**src/rtl/stopwatch_bcd.sv**
```systemverilog
// stopwatch_bcd: BCD stopwatch core counting MM:SS.hh from a 10 ms tick.
// The count advances once per rising edge of the tick while running. The
// stopwatch drives the upstream timer enable so the timer only runs in RUN.
// Optional lap hold is compiled in with the macro STOPWATCH_LAP_EN.
//
// Handshake: start/stop/clear/lap are single-cycle command strobes sampled
// on every rising clk edge; there is no back-pressure, and priority within a
// cycle is clear > stop > start.
//
// state_dbg exposes the FSM state: 0 IDLE, 1 RUN, 2 PAUSE, 3 HALT.

module stopwatch_bcd #(
    parameter bit ROLLOVER = 1'b1
) (
    input  logic        clk,
    input  logic        rst,
    input  logic        tick,
    input  logic        start,
    input  logic        stop,
    input  logic        clear,
`ifdef STOPWATCH_LAP_EN
    input  logic        lap,
`endif
    output logic [23:0] cnt,
    output logic        running,
    output logic        timer_en,
    output logic        wrap,
    output logic [1:0]  state_dbg
);

    typedef enum logic [1:0] {
        S_IDLE  = 2'd0,
        S_RUN   = 2'd1,
        S_PAUSE = 2'd2,
        S_HALT  = 2'd3
    } state_t;

    localparam logic [23:0] CNT_MAX = 24'h595999;

    state_t      state_q;
    state_t      state_nxt;
    logic        tick_d;
    logic        inc_ev;
    logic        at_max;
    logic [23:0] cnt_q;
    logic [23:0] cnt_nxt;
    logic        wrap_q;
    logic        wrap_nxt;

    // Ripple increment; digits 3 and 5 (seconds tens, minutes tens) stop at 5.
    function automatic logic [23:0] bcd_inc(input logic [23:0] v);
        logic [23:0] r;
        logic        carry;
        logic [3:0]  dig;
        logic [3:0]  lim;
        r     = v;
        carry = 1'b1;
        for (int i = 0; i < 6; i++) begin
            dig = v[i*4 +: 4];
            lim = ((i == 3) || (i == 5)) ? 4'd5 : 4'd9;
            if (carry) begin
                if (dig == lim) begin
                    r[i*4 +: 4] = 4'd0;
                end else begin
                    r[i*4 +: 4] = dig + 4'd1;
                    carry       = 1'b0;
                end
            end
        end
        return r;
    endfunction

    // A held tick only counts on its first cycle, and only while running.
    assign inc_ev = tick & ~tick_d & (state_q == S_RUN);
    assign at_max = (cnt_q == CNT_MAX);

    // State register and tick edge-detect flop.
    always_ff @(posedge clk or posedge rst) begin
        if (rst) begin
            state_q <= S_IDLE;
            tick_d  <= 1'b0;
        end else begin
            state_q <= state_nxt;
            tick_d  <= tick;
        end
    end

    // Next-state logic with clear > stop > start priority.
    always_comb begin
        state_nxt = state_q;
        case (state_q)
            S_IDLE: begin
                if (!clear && !stop && start) state_nxt = S_RUN;
            end
            S_RUN: begin
                if (clear)                                  state_nxt = S_IDLE;
                else if (inc_ev && at_max && !ROLLOVER)     state_nxt = S_HALT;
                else if (stop)                              state_nxt = S_PAUSE;
            end
            S_PAUSE: begin
                if (clear)                  state_nxt = S_IDLE;
                else if (!stop && start)    state_nxt = S_RUN;
            end
            S_HALT: begin
                if (clear) state_nxt = S_IDLE;
            end
            default: state_nxt = S_IDLE;
        endcase
    end

    // Count datapath: clear beats a coincident increment; end of range
    // either wraps to zero or saturates, and flags wrap in both modes.
    always_comb begin
        cnt_nxt  = cnt_q;
        wrap_nxt = 1'b0;
        if (clear) begin
            cnt_nxt = 24'h0;
        end else if (inc_ev) begin
            if (at_max) begin
                wrap_nxt = 1'b1;
                cnt_nxt  = ROLLOVER ? 24'h0 : cnt_q;
            end else begin
                cnt_nxt = bcd_inc(cnt_q);
            end
        end
    end

    // Count and wrap registers; cnt_q reloads every cycle.
    always_ff @(posedge clk or posedge rst) begin
        if (rst) begin
            cnt_q  <= 24'h0;
            wrap_q <= 1'b0;
        end else begin
            cnt_q  <= cnt_nxt;
            wrap_q <= wrap_nxt;
        end
    end

`ifdef STOPWATCH_LAP_EN
    logic        lap_hold_q;
    logic [23:0] lap_val_q;

    // Lap hold toggles on a lap strobe in RUN and freezes the displayed value.
    always_ff @(posedge clk or posedge rst) begin
        if (rst) begin
            lap_hold_q <= 1'b0;
            lap_val_q  <= 24'h0;
        end else if (clear) begin
            lap_hold_q <= 1'b0;
        end else if (lap && (state_q == S_RUN)) begin
            lap_hold_q <= ~lap_hold_q;
            if (!lap_hold_q) lap_val_q <= cnt_q;
        end
    end
`endif

    // Outputs decoded from registered state only.
    always_comb begin
        running   = (state_q == S_RUN);
        timer_en  = (state_q == S_RUN);
        state_dbg = state_q;
        wrap      = wrap_q;
`ifdef STOPWATCH_LAP_EN
        cnt       = lap_hold_q ? lap_val_q : cnt_q;
`else
        cnt       = cnt_q;
`endif
    end

endmodule

```
**config.mk**
```make
export PLATFORM = sky130hd
export DESIGN_NAME = stopwatch_bcd
export DESIGN_NICKNAME = d
export VERILOG_FILES = /design/src/rtl/stopwatch_bcd.sv
export SDC_FILE = /design/constraint.sdc
export NUM_CORES = 1
export LEC_CHECK = 0
export CELL_PAD_IN_SITES_DETAIL_PLACEMENT = 1
export CELL_PAD_IN_SITES_GLOBAL_PLACEMENT = 2
export CORE_AREA = 2 2 77 79
export DETAILED_ROUTE_END_ITERATION = 10
export DIE_AREA = 0 0 79 81
export GPL_TIMING_DRIVEN = 0
export HOLD_SLACK_MARGIN = 0.03
export PLACE_DENSITY_LB_ADDON = 0.1
export SLEW_MARGIN = 20
export SYNTH_ARGS = -nofsm -noshare
export SYNTH_HDL_FRONTEND = slang
export SYNTH_SLANG_ARGS = --single-unit
```
**constraint.sdc**
```tcl
create_clock -name clk -period 2.65 [get_ports clk]
set_clock_uncertainty 0.2 [all_clocks]
set_input_delay 0.6625 -clock clk [delete_from_list [all_inputs] [get_ports clk]]
set_output_delay 0.6625 -clock clk [all_outputs]
set_load 0.005 [all_outputs]
```
# Word-level counts from Yosys, hierarchy flattened

Cells that the tools add are included.

Add/sub/neg operators: 6
Eq/ne operators: 14
Multiplexer cells: 48
Bitwise logic cells: 3
Reduce and logical (&&, ||, !) cells: 18

Operators by type and width:

| kind                                                              | number |
|---|---|
| 24-bit two-way mux                                                | 3 |
| 4-bit two-way mux                                                 | 11 |
| 1-bit two-way mux                                                 | 27 |
| 4-bit by 1-bit adder with 4-bit output, second input constant     | 6 |
| 24-bit by 23-bit == test with 1-bit output, second input constant | 1 |
| 4-bit == test, second input constant                              | 4 |
| 3-bit nonzero test                                                | 5 |
| 2-bit two-way mux                                                 | 6 |
| 2-bit AND reduction                                               | 5 |
| 4-bit by 3-bit == test with 1-bit output, second input constant   | 2 |
| 2-bit case mux with 4 select lines                                | 1 |
| 3-bit != test, second input constant                              | 2 |
| 2-bit == test, second input constant                              | 2 |
| 2-bit != test, second input constant                              | 2 |
| 4-bit AND reduction                                               | 1 |
| 1-bit logical AND                                                 | 3 |
| 1-bit AND                                                         | 2 |
| 2-bit by 1-bit == test with 1-bit output, second input constant   | 1 |
| 1-bit zero test                                                   | 2 |
| 2-bit zero test                                                   | 1 |
| 2-bit nonzero test                                                | 1 |
| 1-bit NOT                                                         | 1 |

Register bits: 28
Input port bits: 6
Output and inout port bits: 29
Logic and storage cells: 98

# Depth between registers and ports, before layout

Gate-level depths: netlist of the first run.

Depth in word-level cells: 25
Mapped depth: 8
Gate-level depth less buffers: 6

# Worst setup path after synthesis of the first run

No wires, ideal clock.

Kind: input-to-reg
Start: input port tick
End: register cnt_q[15] (netlist: cnt[15])
Setup time: 94 ps
Arrival time: 1714 ps
Data required time: 2356 ps
Slack: 642 ps
Cell stages on the path: 4
Buffers on the path: 0
Path through: and4bb_4 -> nand3_4 -> or4_1 -> a211oi_1

Longest elaborated chain between the ends: 4

Ends and longest elaborated chain:

| element                       | RTL line | text |
|---|---|---|
| start: declaration            | 17       | `input logic tick,` |
| 1-bit AND (2 in a row)        | 74       | `assign inc_ev = tick & ~tick_d & (state_q == S_RUN);` |
| 2-bit nonzero test (no line)  | -        |  |
| 2-bit AND reduction (no line) | -        |  |
| end signal: assignment        | 134      | `cnt_q <= cnt_nxt;` |
| end: declaration              | 45       | `logic [23:0] cnt_q;` |

Every way passes these cells.
A chain may end at the register's enable or synchronous reset.

# Final worst setup path of the first run

Ends and elaborated chain as after synthesis.

==> results of run 1 <==
[area by class of cell]
class | instances | area, µm² | share of cell area [%]
multi-input combinational | 128 | 881 | 41.1
sequential | 28 | 701 | 32.7
timing repair buffer | 34 | 340 | 15.9
tap | 75 | 93.8 | 4.38
clock buffer | 4 | 55.1 | 2.57
inverter | 10 | 37.5 | 1.75
buffer | 7 | 33.8 | 1.58
[synthesized netlist by cell type (5+ instances only)]
cell type / instances
sky130_fd_sc_hd__and3b_1: 5
sky130_fd_sc_hd__nor3_1: 9
sky130_fd_sc_hd__nand3_1: 8
sky130_fd_sc_hd__or3_1: 5
sky130_fd_sc_hd__nor2_1: 11
sky130_fd_sc_hd__ha_1: 12
sky130_fd_sc_hd__dfrtp_1: 28
sky130_fd_sc_hd__inv_1: 10
sky130_fd_sc_hd__o21ai_0: 8
sky130_fd_sc_hd__or4_1: 6
sky130_fd_sc_hd__clkbuf_1: 5
sky130_fd_sc_hd__nand2_1: 11
sky130_fd_sc_hd__a21oi_1: 13
[logic make-up after synthesis]
group	count (synthesis)	share of synthesized area, %
and+or+nand+nor	77	28.2
muxes	5	3.26
xor gates and xnor gates	1	0.530
AOI/OAI and AO/OA	33	12.2
adders and majority gates	12	9.08
buffers and inverters	17	4.32
DFF	28	42.4
[power by group through the flow]
stage | clock network [mW] | logic, mW | registers, mW
detailed placement | 0 | 0.0942 | 0.463
finish | 0.278 | 0.0918 | 0.454
floorplan | 0 | 0.0448 | 0.460
CTS | 0.292 | 0.0944 | 0.455
global route | 0.309 | 0.103 | 0.457
global placement | 0 | 0.0909 | 0.462
[flip-flops by register name, summed over array words and instances (netlist names)]
name,flops
wrap,1
tick_d,1
cnt,24
state_dbg,2
[critical path: stages]
cell	delay (ps)
sky130_fd_sc_hd__clkdlybuf4s50_1	510
sky130_fd_sc_hd__and4bb_4	310
sky130_fd_sc_hd__nand3_4	140
sky130_fd_sc_hd__or4_1	520
sky130_fd_sc_hd__a211oi_1	250
[through the flow]
stage	setup slack (ps)	util, %	std cells	hold slack (ps)
floorplan	642	-	173	320
global placement	-12.9	36.8	282	347
detailed placement	-61.9	36.8	282	365
CTS	213	37.7	286	380
global route	134	37.7	286	428
finish	240	37.7	286	382
[final timing paths]
| kind | start | end | slack, ps | cells after the start |
|---|---|---|---|---|
| setup / recovery | tick | cnt[15] | 240 | 5 |
| hold / removal | cnt[6] | cnt[6] | 380 | 1 |
| setup reg to reg | cnt[4] | cnt[15] | 460 | 7 |
| hold reg to reg | cnt[6] | cnt[6] | 380 | 1 |
| max in group asynchronous | rst | cnt[4] | 1260 | 2 |
| min in group asynchronous | rst | cnt[3] | 580 | 2 |
[routing by layer]
| layer | global-route usage, % | part of all wire (%) | vias to the layer above |
|---|---|---|---|
| met5 | 0 | 0 | - |
| met4 | 4.14 | 1.2 | 0 |
| met3 | 2.00 | 2.8 | 5 |
| met2 | 26.2 | 49 | 28 |
| met1 | 19.5 | 47 | 722 |
| li1 | - | - | 703 |
==> metrics.txt, run 1 <==
# TYPE chip_impl_metric gauge
chip_impl_info{name="post-synth-top-area-cell",value="sky130_fd_sc_hd__dfrtp_1"} 1
chip_impl_metric{name="crit_path_max_fanout",unit=""} 9
chip_impl_metric{name="design_power_total",unit="mW"} 0.824
chip_impl_metric{name="worst_skew_pair.late_latency",unit="ps"} 280
chip_impl_metric{name="timing.final.crit_period",unit="ps"} 2410
chip_impl_metric{name="final_design_area_no_fill",unit="µm²"} 2140
chip_impl_metric{name="ctsLongestPathBuffers",unit=""} 2
chip_impl_metric{name="worst-endpoint-required",unit="ps"} 2640
chip_impl_metric{name="chipWidth",unit="µm"} 79
chip_impl_metric{name="die_area",unit="µm²"} 6400
chip_impl_metric{name="finalSetupViolCount",unit=""} 0
chip_impl_metric{name="final.fill_count",unit=""} 683
chip_impl_metric{name="cts_resized",unit=""} 0
chip_impl_metric{name="cell_rows",unit=""} 28
chip_impl_metric{name="internal_power",unit="mW"} 0.619
chip_impl_metric{name="globalRouteOverflowTotal",unit=""} 0
chip_impl_metric{name="pwr_density_cell",unit="nW/µm²"} 385
chip_impl_info{name="worst_setup_sp_type",value="input port"} 1
chip_impl_metric{name="totalWireLength",unit="µm"} 4380
chip_impl_metric{name="post-synth-top-area-fraction",unit="%"} 42.4
chip_impl_metric{name="crit_arrival",unit="ps"} 2400
chip_impl_metric{name="grt_util_all_layers",unit="%"} 15.0
chip_impl_metric{name="ys.warnings.count",unit=""} 0
chip_impl_metric{name="initialDrtViolationCount",unit=""} 46
chip_impl_metric{name="synth-seq-cells",unit=""} 28
chip_impl_metric{name="area_growth_syn_to_layout",unit="%"} 29.6
chip_impl_metric{name="routabilityCongestion",unit=""} 0.810
chip_impl_metric{name="p_clk_share",unit="%"} 33.8
chip_impl_info{name="cts_tree",value="built"} 1
chip_impl_metric{name="syn-cell-area",unit="µm²"} 1650
chip_impl_info{name="mostFrequentLayoutCell",value="sky130_fd_sc_hd__clkdlybuf4s50_1"} 1
chip_impl_metric{name="setup_tns",unit="ps"} 0
chip_impl_metric{name="initial_utilization",unit="%"} 29.1
chip_impl_info{name="critical_path.endpoint_type",value="flip-flop"} 1
chip_impl_metric{name="via_count",unit=""} 1458
chip_impl_metric{name="layout.nets",unit=""} 230
chip_impl_metric{name="initial_antenna_violation_count",unit=""} 0
chip_impl_info{name="hold_path_class",value="reg -> reg"} 1
chip_impl_info{name="clock-root-buffer",value="sky130_fd_sc_hd__clkbuf_8"} 1
chip_impl_metric{name="cts.htree.levels",unit=""} 1
chip_impl_metric{name="first_global_vias",unit=""} 1517
chip_impl_metric{name="final_hold_viol_count",unit=""} 0
chip_impl_metric{name="slew_violations",unit=""} 0
chip_impl_metric{name="ys_seq_area_share",unit="%"} 42.4
chip_impl_metric{name="detail-route-antenna-nets",unit=""} 0
chip_impl_metric{name="num_antenna_cells",unit=""} 0
chip_impl_metric{name="drcViolationCount",unit=""} 0
chip_impl_metric{name="worst_slew_pin_tran",unit="ps"} 625
chip_impl_metric{name="cts_post_setup_buffers_inserted",unit=""} 0
chip_impl_info{name="final_cell_mix",value="sky130_fd_sc_hd__clkdlybuf4s50_1, sky130_fd_sc_hd__dfrtp_1, sky130_fd_sc_hd__a21oi_1"} 1
chip_impl_metric{name="vdd.ir_drop.worst",unit="µV"} 182
chip_impl_metric{name="grt_pass1_wl",unit="µm"} 7560
chip_impl_metric{name="drive_gt1_share",unit="%"} 6.64
chip_impl_info{name="outcome",value="finished clean"} 1
chip_impl_metric{name="synth_fp_nets",unit=""} 191
chip_impl_metric{name="clk_pin_slew",unit="ps"} 100
chip_impl_metric{name="power_spent_charging_and_discharging_nets",unit="mW"} 0.206
chip_impl_metric{name="cts.sink_count",unit=""} 28
chip_impl_metric{name="timing.max_slew.rel_slack",unit="%"} 58.3
chip_impl_metric{name="timing.final.crit_share",unit="%"} 90.9
chip_impl_metric{name="postPlaceCellArea",unit="µm²"} 2090
chip_impl_metric{name="async_flop_share",unit="%"} 100
chip_impl_metric{name="avgViaCountPerCell",unit=""} 5.10
chip_impl_metric{name="cts_hold_buffers",unit=""} 0
chip_impl_metric{name="number_of_iterations_in_the_first_detailed_routing_pass",unit=""} 4
chip_impl_metric{name="port-buffer-count",unit=""} 34
chip_impl_metric{name="dp_hpwl",unit="µm"} 3220
chip_impl_metric{name="die_y",unit="µm"} 81
chip_impl_info{name="rsz0062_at_grt",value="no"} 1
chip_impl_metric{name="synthCells",unit=""} 173
chip_impl_metric{name="io_pins",unit=""} 35
chip_impl_info{name="synth_ff_type",value="sky130_fd_sc_hd__dfrtp_1"} 1
chip_impl_metric{name="power_frac_comb",unit="%"} 11.1
chip_impl_metric{name="max_freq",unit="GHz"} 0.415
chip_impl_info{name="worst-setup-path-type",value="in -> reg"} 1
chip_impl_metric{name="power.leakage",unit="nW"} 0.857
chip_impl_metric{name="wire_per_inst",unit="µm"} 15.3
chip_impl_info{name="netlist_top_cells_area",value="sky130_fd_sc_hd__dfrtp_1, sky130_fd_sc_hd__ha_1, sky130_fd_sc_hd__a21oi_1"} 1
chip_impl_metric{name="power.sequential.fraction",unit="%"} 55.1
chip_impl_metric{name="p_sw_share",unit="%"} 24.9
chip_impl_metric{name="grt_max_degree",unit=""} 29
chip_impl_metric{name="syn_avg_cell_area",unit="µm²"} 9.55
chip_impl_metric{name="cts_buffers",unit=""} 3
chip_impl_metric{name="cap_viol_max_count",unit=""} 0
chip_impl_metric{name="floorplan.core_area",unit="µm²"} 5680
chip_impl_metric{name="edff_count_synth",unit=""} 0
chip_impl_metric{name="synth.distinct_cells",unit=""} 40
(Power assumes the default switching activity.)
==> inputs of run 2 (changes only) <==
--- a/config.mk
+++ b/config.mk
@@ -13,6 +13,7 @@
 export GPL_TIMING_DRIVEN = 0
 export HOLD_SLACK_MARGIN = 0.03
 export PLACE_DENSITY_LB_ADDON = 0.1
+export SETUP_SLACK_MARGIN = 0.05
 export SLEW_MARGIN = 20
 export SYNTH_ARGS = -nofsm -noshare
 export SYNTH_HDL_FRONTEND = slang
==> results of run 2 <==
Same layout as run 1: the final DEF is identical, and so are final timing and power.
==> inputs of run 3 (changes only) <==
--- a/config.mk
+++ b/config.mk
@@ -12,7 +12,7 @@
 export DIE_AREA = 0 0 79 81
 export GPL_TIMING_DRIVEN = 0
 export HOLD_SLACK_MARGIN = 0.03
-export PLACE_DENSITY_LB_ADDON = 0.1
+export PLACE_DENSITY = 0.82
 export SETUP_SLACK_MARGIN = 0.05
 export SLEW_MARGIN = 20
 export SYNTH_ARGS = -nofsm -noshare
==> metrics.txt, run 3 (synthesis gave the netlist of run 1 again) <==
# TYPE chip_impl_metric gauge
chip_impl_metric{name="cts.htree.levels",unit=""} 1
chip_impl_metric{name="reg2regPathDepth",unit=""} 6
chip_impl_info{name="hold_path_class",value="reg -> reg"} 1
chip_impl_metric{name="timing.final.crit_period",unit="ps"} 2410
chip_impl_info{name="worst_setup_sp_type",value="flip-flop"} 1
chip_impl_metric{name="cts_hold_buffers",unit=""} 0
chip_impl_metric{name="grt_util_all_layers",unit="%"} 13.9
chip_impl_metric{name="crit_arrival",unit="ps"} 1550
chip_impl_metric{name="min_path_cells",unit=""} 1
chip_impl_info{name="mostFrequentLayoutCell",value="sky130_fd_sc_hd__clkdlybuf4s50_1"} 1
chip_impl_metric{name="timing.max_slew.rel_slack",unit="%"} 59.3
chip_impl_info{name="timing.rr.end",value="cnt[23]"} 1
chip_impl_info{name="worst-setup-path-type",value="reg -> out"} 1
chip_impl_metric{name="floorplan.core_area",unit="µm²"} 5680
chip_impl_metric{name="power.sequential.fraction",unit="%"} 55.3
chip_impl_metric{name="globalRouteOverflowTotal",unit=""} 0
chip_impl_info{name="cts_tree",value="built"} 1
chip_impl_metric{name="layout.nets",unit=""} 230
chip_impl_info{name="min_from",value="cnt[6]"} 1
chip_impl_metric{name="cts.sink_count",unit=""} 28
chip_impl_metric{name="timing.final.crit_share",unit="%"} 91.0
chip_impl_metric{name="max_freq",unit="GHz"} 0.415
chip_impl_info{name="critical_path.endpoint_type",value="output port"} 1
chip_impl_metric{name="cts_buffers",unit=""} 3
chip_impl_metric{name="initial_antenna_violation_count",unit=""} 0
chip_impl_metric{name="worst_slew_pin_tran",unit="ps"} 609
chip_impl_metric{name="cts_resized",unit=""} 0
chip_impl_info{name="worst_r2r_startpoint",value="cnt[9]"} 1
chip_impl_metric{name="p_clk_share",unit="%"} 33.7
chip_impl_metric{name="power_spent_charging_and_discharging_nets",unit="mW"} 0.202
chip_impl_metric{name="power.leakage",unit="nW"} 0.857
chip_impl_metric{name="final.fill_count",unit=""} 666
chip_impl_metric{name="vdd.ir_drop.worst",unit="µV"} 193
chip_impl_metric{name="pwr_density_cell",unit="nW/µm²"} 383
chip_impl_metric{name="final_hold_viol_count",unit=""} 0
chip_impl_info{name="clock-root-buffer",value="sky130_fd_sc_hd__clkbuf_8"} 1
chip_impl_metric{name="clk_pin_slew",unit="ps"} 100
chip_impl_metric{name="drcViolationCount",unit=""} 0
chip_impl_metric{name="stdcell_count",unit=""} 286
chip_impl_metric{name="timing.final.ws_setup",unit="ps"} 239
chip_impl_metric{name="initialDrtViolationCount",unit=""} 45
chip_impl_info{name="final_cell_mix",value="sky130_fd_sc_hd__clkdlybuf4s50_1, sky130_fd_sc_hd__dfrtp_1, sky130_fd_sc_hd__a21oi_1"} 1
chip_impl_metric{name="setup.reg_to_reg.worst_slack",unit="ps"} 470
chip_impl_metric{name="wire_per_inst",unit="µm"} 14.1
chip_impl_metric{name="largest_register_ffs",unit=""} 24
chip_impl_metric{name="num_antenna_cells",unit=""} 0
chip_impl_metric{name="initial_utilization",unit="%"} 29.1
chip_impl_metric{name="final_design_area_no_fill",unit="µm²"} 2140
chip_impl_metric{name="placedCellCount",unit=""} 282
chip_impl_metric{name="detail-route-antenna-nets",unit=""} 0
chip_impl_metric{name="fin_hold_ws",unit="ps"} 352
chip_impl_metric{name="drive_gt1_share",unit="%"} 6.64
chip_impl_metric{name="cell_rows",unit=""} 28
chip_impl_metric{name="die_area",unit="µm²"} 6400
chip_impl_metric{name="dp_hpwl",unit="µm"} 2990
chip_impl_metric{name="postPlaceCellArea",unit="µm²"} 2090
chip_impl_info{name="timing.hold.worst_endpoint",value="cnt[6]"} 1
chip_impl_metric{name="io_pins",unit=""} 35
chip_impl_metric{name="area_growth_syn_to_layout",unit="%"} 29.6
chip_impl_metric{name="ctsLongestPathBuffers",unit=""} 2
chip_impl_metric{name="p_sw_share",unit="%"} 24.6
chip_impl_metric{name="cap_viol_max_count",unit=""} 0
chip_impl_metric{name="slew_violations",unit=""} 0
chip_impl_metric{name="via_count",unit=""} 1447
chip_impl_metric{name="grt_max_degree",unit=""} 29
chip_impl_info{name="outcome",value="finished clean"} 1
chip_impl_metric{name="internal_power",unit="mW"} 0.619
chip_impl_info{name="rsz0062_at_grt",value="no"} 1
chip_impl_metric{name="pre_cts_ws",unit="ps"} -28.8
chip_impl_metric{name="finalSetupViolCount",unit=""} 0
chip_impl_metric{name="crit_path_max_fanout",unit=""} 7
chip_impl_metric{name="chipWidth",unit="µm"} 79
chip_impl_metric{name="worst-endpoint-required",unit="ps"} 1790
chip_impl_metric{name="routabilityCongestion",unit=""} 0.718
chip_impl_metric{name="power_frac_comb",unit="%"} 11.0
chip_impl_metric{name="number_of_iterations_in_the_first_detailed_routing_pass",unit=""} 4
chip_impl_metric{name="grt_pass1_wl",unit="µm"} 7110
chip_impl_metric{name="avgViaCountPerCell",unit=""} 5.06
chip_impl_metric{name="first_global_vias",unit=""} 1482
chip_impl_metric{name="totalWireLength",unit="µm"} 4040
chip_impl_metric{name="worst_skew_pair.late_latency",unit="ps"} 280
chip_impl_metric{name="port-buffer-count",unit=""} 34
chip_impl_metric{name="cts_post_setup_buffers_inserted",unit=""} 0
chip_impl_metric{name="die_y",unit="µm"} 81
chip_impl_metric{name="design_power_total",unit="mW"} 0.820
## run 3: final cells by class
cell class              count  area [µm²]  area share (%)
multi-input cells         128         881            41.1
flip-flops and latches     28         701            32.7
repair buffers             34         340            15.9
well taps                  75        93.8            4.38
clock buffers               4        55.1            2.57
inverters                  10        37.5            1.75
plain buffers               7        33.8            1.58
## run 3: how the worst max path moves through the flow
stage / startpoint / to / slack, ps / cells past startpoint
final: state_dbg[1] / timer_en / 240 / 3
after global routing: state_dbg[1] / timer_en / 180 / 3
after CTS: state_dbg[1] / timer_en / 230 / 3
after detailed placement: tick / cnt[8] / -30 / 6
after global placement: tick / cnt[8] / 4 / 6
after floorplan: tick / cnt[15] / 640 / 4
## run 3: power groups by stage
stage               sequential (mW)  clock [mW]  combinational (mW)
floorplan                     0.460           0              0.0448
global placement              0.463           0              0.0905
detailed placement            0.462           0              0.0926
CTS                           0.454       0.283              0.0930
global route                  0.457       0.300               0.103
finish                        0.454       0.276              0.0899
## run 3: worst max-delay path, cell delays in order (launching register included)
cell and delay, ps:
sky130_fd_sc_hd__dfrtp_1 450, sky130_fd_sc_hd__and2b_1 240, sky130_fd_sc_hd__buf_4 100, sky130_fd_sc_hd__clkdlybuf4s50_1 480
## run 3: per-layer routing
metal	part of all wire, %	vias to the layer above	GRT usage [%]
li1	-	707	-
met1	49	709	18.9
met2	47	26	23.0
met3	2.8	5	1.67
met4	1.7	0	5.17
met5	0	-	0
## run 3: per-stage QoR
stage | utilization [%] | TNS [ps]
after floorplan | - | 0
after global placement | 36.8 | 0
after detailed placement | 36.8 | -34.9
after CTS | 37.7 | 0
after global routing | 37.7 | 0
final | 37.7 | 0
